`src/rtl/uart_rx.sv`:
```
// UART receiver fed by a 16x baud strobe: 1 start, DATA_BITS data (LSB first), 1 stop.
// Received words leave on a valid/ready port; framing errors and overruns are one-clk pulses.
module uart_rx #(
    parameter int DATA_BITS   = 8,
    parameter int SYNC_STAGES = 2
) (
    input  logic                 clk,
    input  logic                 reset,
    input  logic                 tick_16x,
    input  logic                 rx,
    output logic [DATA_BITS-1:0] rx_data,
    output logic                 rx_valid,
    input  logic                 rx_ready,
    output logic                 frame_err,
    output logic                 overrun
);

    typedef enum logic [2:0] {
        ST_IDLE  = 3'd0,
        ST_START = 3'd1,
        ST_DATA  = 3'd2,
        ST_STOP  = 3'd3,
        ST_BREAK = 3'd4
    } state_t;

    localparam logic [3:0] LAST_BIT = 4'(DATA_BITS - 1);

    logic [SYNC_STAGES-1:0] sync_r;
    logic                   rx_s;
    state_t                 state_r;
    logic [3:0]             tick_cnt_r;
    logic [3:0]             bit_cnt_r;
    logic [DATA_BITS-1:0]   shift_r;

    assign rx_s = sync_r[SYNC_STAGES-1];

    // Input synchroniser; resets to idle-high so a reset never looks like a start bit
    always_ff @(posedge clk) begin
        if (reset) begin
            sync_r <= {SYNC_STAGES{1'b1}};
        end else begin
            sync_r <= {sync_r[SYNC_STAGES-2:0], rx};
        end
    end

    // Frame FSM on tick_16x, plus the output handshake that runs every clock
    always_ff @(posedge clk) begin
        if (reset) begin
            state_r    <= ST_IDLE;
            tick_cnt_r <= 4'd0;
            bit_cnt_r  <= 4'd0;
            shift_r    <= {DATA_BITS{1'b0}};
            rx_data    <= {DATA_BITS{1'b0}};
            rx_valid   <= 1'b0;
            frame_err  <= 1'b0;
            overrun    <= 1'b0;
        end else begin
            frame_err <= 1'b0;
            overrun   <= 1'b0;
            if (rx_valid && rx_ready) begin
                rx_valid <= 1'b0;
            end
            if (tick_16x) begin
                case (state_r)
                    ST_IDLE: begin
                        if (!rx_s) begin
                            state_r    <= ST_START;
                            tick_cnt_r <= 4'd0;
                        end
                    end
                    ST_START: begin
                        // Re-check the line half a bit in to reject short glitches
                        if (tick_cnt_r == 4'd7) begin
                            tick_cnt_r <= 4'd0;
                            bit_cnt_r  <= 4'd0;
                            if (!rx_s) begin
                                state_r <= ST_DATA;
                            end else begin
                                state_r <= ST_IDLE;
                            end
                        end else begin
                            tick_cnt_r <= tick_cnt_r + 4'd1;
                        end
                    end
                    ST_DATA: begin
                        tick_cnt_r <= tick_cnt_r + 4'd1;
                        if (tick_cnt_r == 4'd15) begin
                            shift_r   <= {rx_s, shift_r[DATA_BITS-1:1]};
                            bit_cnt_r <= bit_cnt_r + 4'd1;
                            if (bit_cnt_r == LAST_BIT) begin
                                state_r    <= ST_STOP;
                                tick_cnt_r <= 4'd0;
                            end
                        end
                    end
                    ST_STOP: begin
                        tick_cnt_r <= tick_cnt_r + 4'd1;
                        if (tick_cnt_r == 4'd15) begin
                            if (rx_s) begin
                                state_r <= ST_IDLE;
                                // A word accepted this same clock frees the slot
                                if (!rx_valid || rx_ready) begin
                                    rx_data  <= shift_r;
                                    rx_valid <= 1'b1;
                                end else begin
                                    overrun <= 1'b1;
                                end
                            end else begin
                                state_r   <= ST_BREAK;
                                frame_err <= 1'b1;
                            end
                        end
                    end
                    ST_BREAK: begin
                        // Wait for the line to return high before hunting for a start bit
                        if (rx_s) begin
                            state_r <= ST_IDLE;
                        end
                    end
                    default: begin
                        state_r    <= ST_IDLE;
                        tick_cnt_r <= 4'd0;
                        bit_cnt_r  <= 4'd0;
                    end
                endcase
            end
        end
    end

endmodule

```
`config.mk`:
```
export PLATFORM = sky130hd
export DESIGN_NAME = uart_rx
export DESIGN_NICKNAME = d
export VERILOG_FILES = /design/src/rtl/uart_rx.sv
export SDC_FILE = /design/constraint.sdc
export NUM_CORES = 1
export LEC_CHECK = 0
export CELL_PAD_IN_SITES_DETAIL_PLACEMENT = 0
export CELL_PAD_IN_SITES_GLOBAL_PLACEMENT = 1
export CORE_ASPECT_RATIO = 0.5
export CORE_MARGIN = 4
export CORE_UTILIZATION = 38
export DETAILED_ROUTE_END_ITERATION = 7
export HOLD_SLACK_MARGIN = 0.05
export PLACE_DENSITY = 0.83
export SYNTH_ARGS = -nofsm -noshare
export SYNTH_HDL_FRONTEND = slang
export SYNTH_SLANG_ARGS = --single-unit
```
`constraint.sdc`:
```
create_clock -name clk -period 1.7 [get_ports clk]
set_clock_uncertainty 0.15 [all_clocks]
set_input_delay 0.255 -clock clk [delete_from_list [all_inputs] [get_ports clk]]
set_output_delay 0.255 -clock clk [all_outputs]
set_load 0.05 [all_outputs]
```
==> impl_results.md <==
* Leak at 0.8797 nW
* Fillers at between 300 and 400
* Synthesized net count at ~160
* Yosys cell types at 43
* IO Pins at 16
* Initial DRT Pass Iterations at 4
* Grt ovf at 0
* Reg2Reg Setup Slack at around 55 ps
* CTS tree: yes
* Vias post-DR at 1198
* Hold Vio Cnt, Final at 0
* Drt total wl at between 2 and 3 mm
* Routed Antenna Nets at 0
* Seq/Total Area, Yosys at 43.72%
* Final core utilization at a little over half
* DRC violations left at 0
* Largest net degree at the start of global routing at 19
* Initial antenna violation count at 0
* # setup viols final at 0
* FF+latch area at 645.6 um^2
* Vias per cell at 5.034
* Synth top area cells: dfxtp_1 (44%), mux2i_1 (12%), nor2_1 (6.1%)
* RSZ-0062 raised after global routing: yes
* Post-route insts no fill at 238
* Fin crit period at around 1600 ps
* CTS buffer count at 5
* Post-route cell area at 1929 um^2
* Number of max-cap violations at 0
* Dominant cell type by area after synthesis: dfxtp_1
* Post-CTS Hold Buffers at 0
* PD cells at 797.8 nW/um^2
* Endpoint type of the worst setup path: register
* Number of global-route vias before repair at 1109
* VDD IR max at ~0.57 mV
* Initial DRC Count at 39
* GP Congestion at around 0.86
* Initial core utilization at 41.09%
* Placed Area at 1788 um^2
* H-tree depth at 2
* Synthesized area at 1465 um^2
* Number of synthesized flops with an enable pin at 0
* Die H at 51.91 um
* Hold Crit Start: sync_r[0]
* Yosys warns at 0
* Hold EP: sync_r[1]
* Core area at about 3600 um^2
* N_diodes at 0
* First-pass GRT wire length at about 5.2 mm
* # clock sinks at 32
* Worst setup SP type: register
* Cell count after placement at 229
* WP data required at 1760 ps
* HP Class: register to register
* Number of synthesized register bits at 32
* Share of the synthesized area in the top cell type at 43.72%
* R2r worst-path depth at 6
* Worst slew margin at 63.19%
* DIE AREA at 4973 um^2
* WP data arrival at 1710 ps
* RR Startpoint: tick_cnt_r[0]
* Predominant post-synthesis flop cell: dfxtp_1
* Layout cells sized above 1 at between 30% and 40%
* Avg Inst Size Synth at 9.833 um^2
* Ys async rst share at 0%
* Clock transition at path regs at 60 ps
* R2R Path End: state_r[1]
* Final #Nets at approximately 190
* Commonest non-fill, non-tap cell in the layout: buf_4
* Final Max Tran Viols at 0
* Num rows at 15
* DP HPWL at 2.185 mm
* F_max at 608.1 MHz
* Clock Path Buffers at 2
* Hold Crit Depth at 1
* Synthesis-to-finish area growth at 31.68%
* Final TNS setup at 0 ps
* Worst Path Class, Setup: register to register
* Multi-input combinational cell area at 777.0 um^2
* Die W at 95.82 um
* Most frequent cells in the layout: buf_4 (33), dfxtp_1 (28), nor2_1 (24)
* Worst slew pin tran at approximately 550 ps
* Crit-path max FO at 5
* GRT Overall Usage at 13.69%
* Wire length per cell at 12.39 um
* Mapped Cells at about 150
* Outcome: completed
* Port Buffers at 15
* Clock Latency Late Sink at roughly 280 ps
* Root buffer cell: clkbuf_8
* Tcrit/Tclk final at 96.74%
==> layer usage <==
metal | vias to the layer above | part of all wire (%) | GRT usage [%]
li1 | 615 | - | -
met1 | 563 | 53 | 18.10
met2 | 16 | 42 | 20.60
met3 | 4 | 3.2 | 3.902
met4 | 0 | 1.3 | 6.368
met5 | - | 0 | 0
==> critical path, stage by stage, from the launching register on <==
cell and delay (ps):
dfxtp_2 350, ha_4 160, nand3b_1 80, a221o_1 370, buf_4 160, nand4bb_1 180
a21oi_2 120
==> worst max-delay path by stage <==
stage                              from            to  slack [ps]  cells past startpoint
after floorplan           tick_cnt_r[0]    state_r[1]           4                      5
final                     tick_cnt_r[0]    state_r[1]          60                      6
after global placement         tick_16x  bit_cnt_r[0]        -200                      6
after CTS                 tick_cnt_r[0]    state_r[1]          10                      5
after global routing      tick_cnt_r[0]    state_r[1]         -30                      5
after detailed placement       tick_16x    state_r[1]        -220                      5
==> timing repair <==
action                                  CTS  global route
pin swaps                                 1             3
endpoints found under the setup margin    2             7
resized for setup                         1             8
setup buffers                             1             0
==> cells in the mapped netlist, types with 2 or more instances <==
library cell and number:
buf_6 2, nor2_1 24, a22oi_1 2, inv_1 2, dfxtp_1 32, or2_2 2
buf_4 3, nand2_1 3, o31ai_1 3, nand2b_1 2, ha_1 2, nor3_1 3
o21ai_0 4, clkbuf_1 3, mux2i_1 17, nand3_1 10, and2_1 2, nand3b_1 3
mux2_2 2, a21oi_1 5
==> per-stage QoR <==
step / power [W] / setup WS (ps) / hold WS (ps)
2_1_floorplan: 0.0008128 / 4.490 / 188.2
5_1_grt: 0.001608 / -33.49 / 276.7
3_3_place_gp: 0.0008491 / -201.3 / 253.1
3_5_place_dp: 0.0008493 / -218.2 / 248.5
6_report: 0.001539 / 55.40 / 264.5
4_1_cts: 0.001561 / 12.11 / 267.6
==> cell families after synthesis <==
group / synth area share, %
compound gates: 11.70
buf+inv: 4.696
fa+ha+maj: 1.708
simple gates: 25.02
flops: 43.72
mux: 13.15
==> layout make-up <==
| type | count | share of cell area [%] |
|---|---|---|
| Clock buffer | 6 | 3.761 |
| Clock inverter | 2 | 1.816 |
| Inverter | 2 | 0.3891 |
| Multi-Input combinational cell | 106 | 40.27 |
| Sequential cell | 32 | 33.46 |
| Tap cell | 51 | 3.307 |
| Timing Repair Buffer | 39 | 16.99 |
==> flip-flops by register name (all words and copies together), names as in the netlist <==
name and cells:
shift_r 8, state_r 3, rx_valid 1, bit_cnt_r 4, frame_err 1, overrun 1, sync_r 2, rx_data 8
tick_cnt_r 4
==> report_power, final <==
| part | internal, W | switching, W |
|---|---|---|
| Clock | 0.000434 | 0.000267 |
| Sequential | 0.000755 | 0.00000550 |
| Combinational | 0.0000385 | 0.0000390 |
| Total | 0.00123 | 0.000312 |
Power figures use the tool's default switching activity.
